[src/rtl/fpu_tag_pkg.sv]
// Shared types for the FPU tag table: fflags layout, metadata record, ISA field widths.
package fpu_tag_pkg;
  localparam int FFLAGS_BITS   = 5;
  localparam int INST_FPU_BITS = 4;
  localparam int INST_MOD_BITS = 3;

  localparam int META_WID_BITS    = 2;
  localparam int META_PC_BITS     = 32;
  localparam int META_RD_BITS     = 5;
  localparam int META_NUM_THREADS = 4;

  typedef struct packed {
    logic nv;
    logic dz;
    logic of;
    logic uf;
    logic nx;
  } fflags_t;

  typedef struct packed {
    logic [META_WID_BITS-1:0]    wid;
    logic [META_PC_BITS-1:0]     pc;
    logic [META_RD_BITS-1:0]     rd;
    logic [META_NUM_THREADS-1:0] tmask;
  } fpu_tag_meta_t;
endpackage

[src/rtl/vx_fpu_tag_alloc.sv]
// Free-tag bitmap with lowest-index allocation and in-flight counter.
module vx_fpu_tag_alloc #(
  parameter int TAGW = 4
) (
  input  logic            clk,
  input  logic            reset,
  input  logic            alloc_en,
  input  logic            free_en,
  input  logic [TAGW-1:0] free_tag,
  output logic [TAGW-1:0] alloc_tag,
  output logic            full,
  output logic [TAGW:0]   pending
);
  localparam int DEPTH = 2**TAGW;

  logic [DEPTH-1:0] busy;

  always_comb begin
    alloc_tag = '0;
    for (int i = DEPTH-1; i >= 0; i--)
      if (!busy[i]) alloc_tag = TAGW'(i);
  end

  assign full = &busy;

  // Alloc and free never hit the same entry: alloc_tag is free, free_tag is busy.
  always_ff @(posedge clk or negedge reset) begin
    if (!reset) begin
      busy    <= '0;
      pending <= '0;
    end else begin
      if (free_en)  busy[free_tag]  <= 1'b0;
      if (alloc_en) busy[alloc_tag] <= 1'b1;
      pending <= pending + {{TAGW{1'b0}}, alloc_en} - {{TAGW{1'b0}}, free_en};
    end
  end

  a_free_busy: assert property (@(posedge clk) disable iff (!reset) free_en |-> busy[free_tag]);
  a_no_full:   assert property (@(posedge clk) disable iff (!reset) alloc_en |-> !full);
endmodule

[src/rtl/vx_fpu_tag_table.sv]
// FPU tag table: tags outgoing requests, restores metadata on return, registers the commit packet.
// Optional perf counters under `FPU_TAG_PERF_EN.
module vx_fpu_tag_table import fpu_tag_pkg::*; #(
  parameter int TAGW        = 4,
  parameter int NUM_THREADS = 4,
  parameter int WID_BITS    = 2,
  parameter int RD_BITS     = 5,
  parameter int PC_BITS     = 32
) (
  input  logic                                    clk,
  input  logic                                    reset,
  input  logic                                    req_valid,
  output logic                                    req_ready,
  input  logic [WID_BITS-1:0]                     req_wid,
  input  logic [PC_BITS-1:0]                      req_pc,
  input  logic [RD_BITS-1:0]                      req_rd,
  input  logic [NUM_THREADS-1:0]                  req_tmask,
  input  logic [INST_FPU_BITS-1:0]                req_op_type,
  input  logic [INST_MOD_BITS-1:0]                req_frm,
  input  logic [NUM_THREADS-1:0][31:0]            req_dataa,
  input  logic [NUM_THREADS-1:0][31:0]            req_datab,
  input  logic [NUM_THREADS-1:0][31:0]            req_datac,
  output logic                                    fpu_valid,
  input  logic                                    fpu_ready,
  output logic [TAGW-1:0]                         fpu_tag,
  output logic [INST_FPU_BITS-1:0]                fpu_op_type,
  output logic [INST_MOD_BITS-1:0]                fpu_frm,
  output logic [NUM_THREADS-1:0][31:0]            fpu_dataa,
  output logic [NUM_THREADS-1:0][31:0]            fpu_datab,
  output logic [NUM_THREADS-1:0][31:0]            fpu_datac,
  input  logic                                    rsp_valid,
  output logic                                    rsp_ready,
  input  logic [TAGW-1:0]                         rsp_tag,
  input  logic [NUM_THREADS-1:0][31:0]            rsp_result,
  input  logic                                    rsp_has_fflags,
  input  logic [NUM_THREADS-1:0][FFLAGS_BITS-1:0] rsp_fflags,
  output logic                                    cmt_valid,
  input  logic                                    cmt_ready,
  output logic [WID_BITS-1:0]                     cmt_wid,
  output logic [PC_BITS-1:0]                      cmt_pc,
  output logic [RD_BITS-1:0]                      cmt_rd,
  output logic [NUM_THREADS-1:0]                  cmt_tmask,
  output logic [NUM_THREADS-1:0][31:0]            cmt_data,
  output logic                                    cmt_has_fflags,
  output logic [FFLAGS_BITS-1:0]                  cmt_fflags,
  output logic [TAGW:0]                           pending,
  output logic                                    empty
`ifdef FPU_TAG_PERF_EN
  ,
  output logic [31:0]                             perf_full_stalls,
  output logic [31:0]                             perf_cmt_stalls
`endif
);
  localparam int DEPTH = 2**TAGW;

  typedef struct packed {
    logic [WID_BITS-1:0]    wid;
    logic [PC_BITS-1:0]     pc;
    logic [RD_BITS-1:0]     rd;
    logic [NUM_THREADS-1:0] tmask;
  } meta_t;

  logic  full, req_fire, rsp_fire;
  meta_t meta_mem [DEPTH];
  meta_t rd_meta;
  logic  [NUM_THREADS-1:0][FFLAGS_BITS-1:0] lane_ff;
  fflags_t ff_red;

  vx_fpu_tag_alloc #(.TAGW(TAGW)) u_alloc (
    .clk       (clk),
    .reset     (reset),
    .alloc_en  (req_fire),
    .free_en   (rsp_fire),
    .free_tag  (rsp_tag),
    .alloc_tag (fpu_tag),
    .full      (full),
    .pending   (pending)
  );

  assign fpu_valid   = req_valid && !full;
  assign req_ready   = fpu_ready && !full;
  assign req_fire    = req_valid && req_ready;
  assign fpu_op_type = req_op_type;
  assign fpu_frm     = req_frm;
  assign fpu_dataa   = req_dataa;
  assign fpu_datab   = req_datab;
  assign fpu_datac   = req_datac;
  assign empty       = (pending == '0);

  always_ff @(posedge clk)
    if (req_fire) meta_mem[fpu_tag] <= {req_wid, req_pc, req_rd, req_tmask};

  assign rd_meta   = meta_mem[rsp_tag];
  assign rsp_ready = !cmt_valid || cmt_ready;
  assign rsp_fire  = rsp_valid && rsp_ready;

  // Inactive lanes may carry stale flags from the FPU; mask them before the OR.
  for (genvar l = 0; l < NUM_THREADS; l++) begin : g_lane
    assign lane_ff[l] = rd_meta.tmask[l] ? rsp_fflags[l] : '0;
  end

  always_comb begin
    ff_red = '0;
    for (int l = 0; l < NUM_THREADS; l++) ff_red = ff_red | lane_ff[l];
    if (!rsp_has_fflags) ff_red = '0;
  end

  always_ff @(posedge clk or negedge reset) begin
    if (!reset) begin
      cmt_valid      <= 1'b0;
      cmt_wid        <= '0;
      cmt_pc         <= '0;
      cmt_rd         <= '0;
      cmt_tmask      <= '0;
      cmt_data       <= '0;
      cmt_has_fflags <= 1'b0;
      cmt_fflags     <= '0;
    end else if (rsp_fire) begin
      cmt_valid      <= 1'b1;
      cmt_wid        <= rd_meta.wid;
      cmt_pc         <= rd_meta.pc;
      cmt_rd         <= rd_meta.rd;
      cmt_tmask      <= rd_meta.tmask;
      cmt_data       <= rsp_result;
      cmt_has_fflags <= rsp_has_fflags;
      cmt_fflags     <= ff_red;
    end else if (cmt_ready) begin
      cmt_valid      <= 1'b0;
    end
  end

`ifdef FPU_TAG_PERF_EN
  always_ff @(posedge clk or negedge reset) begin
    if (!reset) begin
      perf_full_stalls <= '0;
      perf_cmt_stalls  <= '0;
    end else begin
      if (req_valid && full)      perf_full_stalls <= perf_full_stalls + 32'd1;
      if (cmt_valid && !cmt_ready) perf_cmt_stalls  <= perf_cmt_stalls + 32'd1;
    end
  end
`endif

  a_cmt_stable: assert property (@(posedge clk) disable iff (!reset)
    cmt_valid && !cmt_ready |=> cmt_valid &&
      $stable({cmt_wid, cmt_pc, cmt_rd, cmt_tmask, cmt_data, cmt_has_fflags, cmt_fflags}));
endmodule
[config.mk]
export PLATFORM = sky130hd
export DESIGN_NAME = vx_fpu_tag_table
export DESIGN_NICKNAME = d
export VERILOG_FILES = /design/src/rtl/fpu_tag_pkg.sv /design/src/rtl/vx_fpu_tag_alloc.sv /design/src/rtl/vx_fpu_tag_table.sv
export SDC_FILE = /design/constraint.sdc
export NUM_CORES = 1
export LEC_CHECK = 0
export CAP_MARGIN = 25
export CORE_AREA = 2 2 461 463
export DETAILED_ROUTE_END_ITERATION = 7
export DIE_AREA = 0 0 463 465
export MAX_ROUTING_LAYER = met4
export PLACE_DENSITY = 0.38
export SLEW_MARGIN = 20
export SYNTH_ARGS = -nofsm -noshare
export SYNTH_HDL_FRONTEND = slang
export SYNTH_SLANG_ARGS = --single-unit
[constraint.sdc]
create_clock -name clk -period 8.35 [get_ports clk]
set_input_delay 0.835 -clock clk [delete_from_list [all_inputs] [get_ports clk]]
set_output_delay 0.835 -clock clk [all_outputs]
set_load 0.05 [all_outputs]
==> results by group <==
Detailed routing
  • Post-DR vias/cell: 4.06
  • Final wirelength: 258,000 um
  • Final ANT Viol Nets: 0
  • DR WL/cell: 48.9 um
  • First-pass DRT Iterations: 7
  • DR DRC count: 0
  • Iter 0 DRT Violations: 2,343
  • Vias: 21,400

Floorplanning
  • Total die area: 0.215 mm^2
  • Chip Width: 463 um
  • I/O pin count: 1,175
  • Overall die height: 465 um
  • Site Rows: 169
  • Area of the core: 0.211 mm^2
  • Initial Util: 17.5%

Clocking
  • CTS tree: built
  • Clock Sinks: 887
  • # Post-CTS Setup Buffers: 0
  • Clk Latency, worst-skew pair: 0.70 ns
  • CTS root buf: clkbuf_16
  • Clock transition at path regs: 0.07 ns
  • CTS buffer count: 92
  • CTS resizes: 0
  • Hold_buf cts: 0
  • Max Buffers Root-to-Sink: 3
  • H-tree Lvls: 3

Synthesis
  • Xor-xnor portion of the synthesized cell area: 0.0949%
  • Area leader, netlist: edfxtp_1
  • Async SR Flop Fraction: 22.4%
  • Mapped Area: 0.0369 mm^2
  • Synth area leaders: edfxtp_1 (56%), dfrtp_1 (13%), mux4_2 (12%)
  • Compound-gate portion of the synthesized area: 1.54%
  • Largest family of logic cells by synthesized area: multiplexers
  • Post-synthesis mux area share: 12.7%
  • Mapped Cells: 2,310
  • Synth cell types: 51
  • Share of the synthesized area in the top cell type: 56.0%
  • Post-synth EDFFs: 688
  • Yosys warnings: 0
  • Adder-cell area share of the yosys netlist: 0.258%
  • Synthesized Nets: 2,910
  • Flops & latches, synth: 887
  • Sequential fraction of the synthesis area: 69.5%
  • Main synth FF type: edfxtp_1
  • Post-Synth Simple-Gate Area: 6.54%
  • Synth Area per Inst: 16.0 um^2

Setup path
  • R2R cell count: 7
  • Worst setup SP type: flip-flop
  • Crit-path max FO: 7
  • Worst path required time: 7.52 ns
  • Worst setup startpoint: u_alloc.busy[14]
  • CP arrival: 3.48 ns
  • CP endpoint kind: output pin
  • Worst r2r src: u_alloc.busy[14]
  • CP endpoint: fpu_tag[0]
  • R2r endpoint: meta_mem[6][30]
  • WS Path Type: flip-flop to output pin
  • Reg-to-reg slack, setup: 4.33 ns

Finish
  • Layout cell share with drive strength beyond 1: 17.9%
  • Most common cell after layout, fill and taps aside: edfxtp_1
  • Area Overhead vs Synth: 20.7%
  • Commonest cells after routing, fill and taps aside: edfxtp_1 (688), nand2_1 (531), clkdlybuf4s50_1 (376)
  • Nets: 2,951
  • Design area: 0.0445 mm^2

Timing
  • Period utilization: 51.6%
  • Final hold violations: 0
  • Clk_skew: 0.0330 ns
  • Hold_ws: 0.103 ns
  • Max Slew Vio Count: 0
  • Slew headroom: 29.5%
  • Worst-Margin Slew: 1.05 ns
  • RSZ-0062 raised after global routing: false
  • Final setup violation count: 0
  • Max Fclk: 0.232 GHz
  • Setup TNS: 0 ns
  • Fin crit period: 4.31 ns

Place
  • GPL Wtd Cong: 0.819
  • Area after DPL: 0.0415 mm^2
  • Input/output buffers: 392
  • DP Wirelength: 207,000 um

Global route
  • Global-route wire length before repair: 308,000 um
  • Vias in the first global route: 20,500
  • Largest net degree at the start of global routing: 137
  • Overflow after GRT: 0
  • Total GRT Usage: 24.0%
  • Number of antenna violations at the first check in global routing: 50

Power and ir drop
  • Leakage Power: 15.2 nW
  • Power per Cell Area: 263 mW/mm^2
  • Worst vdd ir: 0.134 mV

Worst hold path
  • Class of the tightest hold or removal check: input pin to asynchronous set/reset pin

Outcome
  • Status: complete, no violations

Job
  • Number of max-cap violations: 0
[state kept, by name, indices dropped and copies added, names as in the netlist]
register         cells
u_alloc.pending      5
cmt_wid              2
cmt_fflags           5
cmt_rd               5
cmt_data           128
u_alloc.busy        16
meta_mem           688
cmt_has_fflags       1
cmt_valid            1
cmt_pc              32
cmt_tmask            4
[through the flow]
stage	setup WS, ns	total power, mW	cells	util (%)
after detailed placement	3.86	7.65	5076	19.7
final	4.04	11.7	5269	21.1
after floorplan	2.54	6.87	2310	-
after global routing	3.86	12.1	5259	21.1
after CTS	3.99	11.8	5246	21.1
after global placement	3.77	7.64	5071	19.6
[how the worst min path moves through the flow]
| stage | startpoint | slack [ns] | endpoint | cells past startpoint |
|---|---|---|---|---|
| after floorplan | u_alloc.busy[15] | 0.52 | u_alloc.busy[15] | 2 |
| after global placement | cmt_data[80] | 0.46 | cmt_data[80] | 2 |
| after detailed placement | cmt_data[48] | 0.46 | cmt_data[48] | 2 |
| after CTS | reset | 0.19 | cmt_pc[5] | 1 |
| after global routing | reset | 0.17 | cmt_pc[4] | 1 |
| final | reset | 0.10 | cmt_pc[4] | 1 |
[cells by family after synthesis]
kind of cell,Yosys count
buf+inv,505
compound gates,87
flops,887
mux,214
fa+ha+maj,7
simple gates,606
xor+xnor,4
[layer usage]
layer  global-route usage (%)  share of wire [%]  vias to the layer above
li1                         -                  -                     8171
met1                     26.7                 37                    11300
met2                     31.1                 39                     1786
met3                     22.7                 23                      156
met4                     3.42                1.3                        0
met5                        -                  0                        -
[power breakdown]
group / internal [mW] / total [mW] / leakage, nW / switching [mW]
logic: 0.639 / 2.21 / 5.09 / 1.57
clock network: 2.33 / 4.17 / 1.45 / 1.84
registers: 5.06 / 5.33 / 8.64 / 0.263
[area by class of cell]
| cell class | instances | area, um^2 |
|---|---|---|
| fillers | 22300 | 166000 |
| flip-flops and latches | 887 | 25600 |
| multi-input cells | 918 | 7910 |
| repair buffers | 433 | 4370 |
| well taps | 2821 | 3530 |
| clock buffers | 112 | 2440 |
| clock inverters | 58 | 527 |
| inverters | 19 | 76.3 |
| diodes | 21 | 52.6 |
[worst max-delay path, cell delays in order (launching register included)]
cell and delay [ns]:
dfrtp_1 0.41, nand2b_1 0.07, a21boi_0 0.08, o21ai_0 0.24, a41oi_1 0.17, o21ai_1 0.68, inv_2 0.27, clkdlybuf4s50_1 0.84
[synthesized netlist by cell type, types with 3 or more instances]
cell       number
edfxtp_1      688
nand2_1       532
buf_4         405
mux4_2        202
dfrtp_1       199
clkbuf_1       52
o21ai_0        32
inv_1          17
nor2_1         17
buf_2          14
nand2b_1       12
nor2b_1        12
o21ai_1        12
nor3_1         10
buf_1           9
mux2_2          8
o31ai_1         7
buf_6           6
ha_1            6
a211oi_1        5
a21oi_1         5
a221o_1         5
a2111oi_0       4
mux2i_1         4
nand4_1         4
nor4_1          4
o22ai_1         4
or3_1           3
xnor2_1         3
Power figures use the tool's default switching activity.
